### config.mk
export PLATFORM = sky130hd
export DESIGN_NAME = serial_io_bus_arbiter
export DESIGN_NICKNAME = d
export VERILOG_FILES = /design/src/rtl/serial_io_bus_arbiter.sv
export SDC_FILE = /design/constraint.sdc
export NUM_CORES = 1
export LEC_CHECK = 0
export ABC_AREA = 1
export CORE_UTILIZATION = 40
export CTS_CLUSTER_DIAMETER = 40
export CTS_CLUSTER_SIZE = 12
export DETAILED_ROUTE_END_ITERATION = 12
export PLACE_DENSITY_LB_ADDON = 0.25
export SETUP_SLACK_MARGIN = 0.4
export SYNTH_ARGS = -nofsm -noshare
export SYNTH_HDL_FRONTEND = slang
export SYNTH_SLANG_ARGS = --single-unit
export TNS_END_PERCENT = 1
### constraint.sdc
create_clock -name Clock -period 2.15 [get_ports Clock]
set_input_delay 0.215 -clock Clock [delete_from_list [all_inputs] [get_ports Clock]]
set_output_delay 0.215 -clock Clock [all_outputs]
set_load 0.005 [all_outputs]
### src/rtl/serial_io_bus_arbiter.sv
// Round-robin arbiter that shares the byte-wide 16550 serial IO bus among NUM_REQ requesters.
// Each outputs register reflects the state held at that clock edge, so the bus strobes trail the FSM state by one cycle.
module serial_io_bus_arbiter #(
    parameter int          NUM_REQ       = 4,
    parameter int          ACCESS_CYCLES = 3,
    parameter logic [15:0] BASE_ADDR     = 16'h0200
) (
    input  logic                   Clock,
    input  logic                   Reset_H,
    input  logic [NUM_REQ-1:0]     Req,
    input  logic [3*NUM_REQ-1:0]   Req_Port,
    input  logic [3*NUM_REQ-1:0]   Req_Reg,
    input  logic [NUM_REQ-1:0]     Req_Write,
    input  logic [8*NUM_REQ-1:0]   Req_WData,
    output logic [NUM_REQ-1:0]     Done,
    output logic                   Err,
    output logic [7:0]             RData,
    output logic                   Busy,
    output logic [15:0]            Address,
    output logic                   IOSelect_H,
    output logic                   ByteSelect_L,
    output logic                   Write_L,
    output logic [7:0]             Bus_WData,
    input  logic [7:0]             Bus_RData
);
    localparam int IW = (NUM_REQ > 1) ? $clog2(NUM_REQ) : 1;

    typedef enum logic [1:0] {IDLE, SETUP, ACCESS, RECOVER} state_t;

    state_t                    state;
    logic [NUM_REQ-1:0][2:0]   port_v;
    logic [NUM_REQ-1:0][2:0]   reg_v;
    logic [NUM_REQ-1:0][7:0]   wdata_v;
    logic [IW-1:0]             ptr;
    logic [IW-1:0]             win;
    logic [IW-1:0]             cand;
    logic [2:0]                port_q;
    logic [2:0]                reg_q;
    logic                      wr_q;
    logic                      bad_q;
    logic [7:0]                wd_q;
    logic [3:0]                cnt;

    for (genvar g = 0; g < NUM_REQ; g++) begin : g_lane
        assign port_v[g]  = Req_Port[3*g +: 3];
        assign reg_v[g]   = Req_Reg[3*g +: 3];
        assign wdata_v[g] = Req_WData[8*g +: 8];
    end

    // Scan from farthest to nearest so the first requester after ptr wins.
    always_comb begin
        win  = ptr;
        cand = '0;
        for (int i = NUM_REQ; i >= 1; i--) begin
            cand = IW'((int'(ptr) + i) % NUM_REQ);
            if (Req[cand]) win = cand;
        end
    end

    always_ff @(posedge Clock or posedge Reset_H) begin
        if (Reset_H) begin
            state        <= IDLE;
            ptr          <= IW'(NUM_REQ - 1);
            port_q       <= '0;
            reg_q        <= '0;
            wr_q         <= 1'b0;
            bad_q        <= 1'b0;
            wd_q         <= '0;
            cnt          <= '0;
            Address      <= '0;
            IOSelect_H   <= 1'b0;
            ByteSelect_L <= 1'b1;
            Write_L      <= 1'b1;
            Bus_WData    <= '0;
            Done         <= '0;
            Err          <= 1'b0;
            RData        <= '0;
            Busy         <= 1'b0;
        end else begin
            Done <= '0;
            Err  <= 1'b0;
            Busy <= (state != IDLE);
            case (state)
                IDLE: begin
                    ByteSelect_L <= 1'b1;
                    IOSelect_H   <= 1'b0;
                    Write_L      <= 1'b1;
                    if (|Req) begin
                        ptr    <= win;
                        port_q <= port_v[win];
                        reg_q  <= reg_v[win];
                        wr_q   <= Req_Write[win];
                        wd_q   <= wdata_v[win];
                        bad_q  <= &port_v[win];
                        // Port 7 has no UART behind it: skip the bus cycle entirely.
                        state  <= (&port_v[win]) ? RECOVER : SETUP;
                    end
                end
                SETUP: begin
                    Address      <= BASE_ADDR + {9'b0, port_q, 4'b0} + {12'b0, reg_q, 1'b0};
                    IOSelect_H   <= 1'b1;
                    Write_L      <= ~wr_q;
                    Bus_WData    <= wr_q ? wd_q : 8'h00;
                    ByteSelect_L <= 1'b1;
                    cnt          <= 4'(ACCESS_CYCLES - 1);
                    state        <= ACCESS;
                end
                ACCESS: begin
                    ByteSelect_L <= 1'b0;
                    if (cnt == 4'd0) state <= RECOVER;
                    else             cnt   <= cnt - 4'd1;
                end
                RECOVER: begin
                    ByteSelect_L <= 1'b1;
                    IOSelect_H   <= 1'b0;
                    Write_L      <= 1'b1;
                    Done[ptr]    <= 1'b1;
                    Err          <= bad_q;
                    // This edge ends the final strobe-low cycle; read data is sampled here.
                    if (!wr_q && !bad_q) RData <= Bus_RData;
                    state        <= IDLE;
                end
                default: state <= IDLE;
            endcase
        end
    end
endmodule

==> metrics.md <==
| Metric | Value |
|---|---|
| Synth Area per Inst | `8.454 µm²` |
| Routed WL per cell | `12.79 µm` |
| CTS tree | `yes` |
| Root Buffer | `clkbuf_8` |
| Least-Margin Pin Slew | `0.4992 ns` |
| Initial antenna violation count | `0` |
| Rows | `31` |
| TritonRoute pass-1 iters | `4` |
| Crit Path Category | `flop to flop` |
| Mapped cell area | `3060 µm²` |
| Most common cell after layout, fill and taps aside | `clkdlybuf4s50_1` |
| Port buffer count | `105` |
| Cell repeated most along the worst path | `nand2_1` |
| ANT nets after route | `0` |
| Leak | `2.140 nW` |
| Final Max Tran Viols | `0` |
| Hold_ws | `0.2438 ns` |
| DR vias/cell | `4.818` |
| Clock slew at reported path FFs | `0.10 ns` |
| Worst hold-check path type | `primary input to async pin` |
| Final setup vio count | `2` |
| Num ports | `115` |
| CTS Hold Bufs | `0` |
| TritonCTS Buffers | `5` |
| Crit end category | `flop` |
| H-tree level count | `2` |
| CP Max Fanout | `5` |
| Setup TNS | `-0.06922 ns` |
| Max Cap Viol | `0` |
| Worst setup SP type | `flop` |
| First DRT Iteration DRCs | `88` |
| Max stage delay on crit path | `0.64 ns` |
| Most frequent cells in the layout | `clkdlybuf4s50_1, nand2_1, dfrtp_1` |
| Buf/Inv on CP | `4` |
| Hold Vio Cnt, Final | `0` |
| Finished Layout Cells | `588` |
| Synth cell types | `41` |
| Core area | `7331 µm²` |
| Ant. Diodes | `0` |
| Critical path's top delay family | `simple AND/OR/NAND/NOR gates` |
| Die Y | `89.47 µm` |
| Chip width | `89.47 µm` |
| Slew margin rel. | `0.6667` |
| Status | `finished, violations left` |
| Failing checks | `setup timing` |
| Fraction of layout cells with a size suffix above 1 | `0.1922` |
| Post-synthesis sequential area ratio | `0.4595` |
| Die area | `8005 µm²` |
| Vias in the first global route | `2502` |
| Util after Layout | `0.6308` |
| First-pass GRT wire length | `11180 µm` |
| Clock buffer depth | `2` |
| Post-Route WL | `7521 µm` |
| Crit share post-route | `1.021` |
| YS warnings | `0` |
| Layout Skew | `0.01700 ns` |
| Register area | `1406 µm²` |
| Flops & latches, synth | `56` |
| Multi-input combinational cell area | `1562 µm²` |
| CP required | `2.40 ns` |
| PD cells | `1642 nW/µm²` |
| # DRC | `0` |
| FMAX | `455.5 MHz` |
| GPL Wtd Cong | `0.8088` |
| Crit-path cells | `inv_8, buf_4, nand2_1, nand3_1, nand2_1, inv_1, nand2_4, nand2_4, nand2_8, buf_6, nand3_2, nand3_2, nand2_2, nor2_2, nand2_1, a21oi_2` |
| # fillers | `646` |
| Fin nets | `573` |
| Via count | `2833` |
| GRT Total Usage | `0.1806` |
| Crit path DAT | `2.45 ns` |
| Worst-skew pair later-pin latency | `0.32 ns` |
| Pin count of the biggest net entering global routing | `26` |
| Placed instance count | `572` |
| Starting density of the core | `0.4175` |
| Grt ovf | `0` |
| Min Tclk post-route | `2.195 ns` |
| Slowest cell on the critical path | `dfstp_2` |
| Worst setup margin | `-0.04536 ns` |
| HPWL after DPL | `5492 µm` |
| RSZ-0062 raised after global routing | `true` |
| Worst vdd ir | `0.001095 V` |
| Gate Count Post-Synth | `362` |
| Post-place setup slack | `-0.09296 ns` |
| Clock sinks | `56` |
| Area Growth Syn to Fin | `51.10%` |
-- state kept, by name, indices dropped and copies added (netlist names), 3 cells and up --
signal / cells
Bus_WData: 8
RData: 8
wd_q: 8
Address: 7
Done: 4
cnt: 4
port_q: 3
reg_q: 3
-- timing repair --
action	in CTS	in global routing
endpoints found under the hold margin	0	0
cloned	0	4
setup buffers	1	3
pin swaps	11	30
setup endpoints to repair	18	20
gates resized for setup	13	35
-- cell families after synthesis --
logic type / count (synthesis) / share of synthesized area
flip-flops: 56 / 0.4595
buffers and inverters: 63 / 0.1047
multiplexers: 8 / 0.02944
XOR/XNOR: 1 / 0.002862
AND/OR/NAND/NOR: 155 / 0.2159
other: 1 / 0.001225
AO/OA/AOI/OAI: 67 / 0.1415
adder cells (fa/ha/maj): 11 / 0.04497
-- routing by layer --
layer | share of wire | vias up | track usage | wire length [µm]
li1 | - | 1413 | - | -
met1 | 0.44 | 1288 | 0.2434 | 3340
met2 | 0.48 | 121 | 0.2880 | 3582
met3 | 0.061 | 11 | 0.03232 | 457
met4 | 0.019 | 0 | 0.07359 | 141
met5 | 0 | - | 0 | 0
-- where the power goes --
group          total, W  internal (W)  switching (W)
Combinational   0.00520       0.00236        0.00284
Clock          0.000595      0.000240       0.000354
Sequential      0.00180       0.00154       0.000261
Total           0.00759       0.00414        0.00346
-- Yosys cell counts, drive strengths merged --
cell type,number,area [µm²]
buf,18,148.9
a21oi,6,37.54
o21a,1,7.510
clkbuf,4,15.01
or2,8,50.06
o211ai,12,90.09
nor2,20,75.07
a31oi,8,50.05
inv,40,152.6
conb,1,3.750
xnor2,1,8.760
nor3,1,5.000
o31ai,1,7.510
o21bai,1,7.510
o2111ai,1,8.760
a21o,6,45.04
dfstp,4,105.1
nand2,105,414.2
o21ai,28,158.9
o22ai,2,12.51
mux2,8,90.09
clkinv,1,3.750
a22oi,1,7.510
nand3,20,110.1
ha,11,137.6
nor4,1,6.260
dfrtp,52,1301
-- path summary, 6_finish.rpt --
kind                       cells past startpoint                   start                  endpoint  slack, ns
setup / recovery                              16      ptr[0]$_DFFE_PP1P_      state[1]$_DFFE_PP0P_      -0.05
hold / removal                                 2                 Reset_H        cnt[1]$_DFFE_PP0P_       0.24
setup reg to reg                              16      ptr[0]$_DFFE_PP1P_      state[1]$_DFFE_PP0P_      -0.05
hold reg to reg                                1  Address[9]$_DFFE_PP0P_    Address[9]$_DFFE_PP0P_       0.48
max in group asynchronous                      3                 Reset_H  Bus_WData[1]$_DFFE_PP0P_       1.25
min in group Clock                             1  Address[9]$_DFFE_PP0P_    Address[9]$_DFFE_PP0P_       0.48
-- cell type report --
type,instances,share of cell area
multi-input combinational,255,0.3377
sequential,56,0.3041
timing repair buffer,129,0.2741
inverter,41,0.03680
tap,99,0.02679
clock buffer,5,0.01488
clock inverter,3,0.005682
-- metrics by stage --
step           total power (W)  area [µm²]
2_1_floorplan         0.004763        3117
3_3_place_gp          0.005961        4299
3_5_place_dp          0.006086        4299
4_1_cts               0.006874        4434
5_1_grt               0.008261        4624
6_report              0.007594        4624
-- worst reg2reg max path, delay by kind of cell (launching register included) --
kind	cells	cell delay, ns
flip-flops	1	0.64
buffers and inverters	4	0.39
AO/OA/AOI/OAI	1	0.13
AND/OR/NAND/NOR	11	0.99
Note: power is estimated with default switching activity, not from simulation.
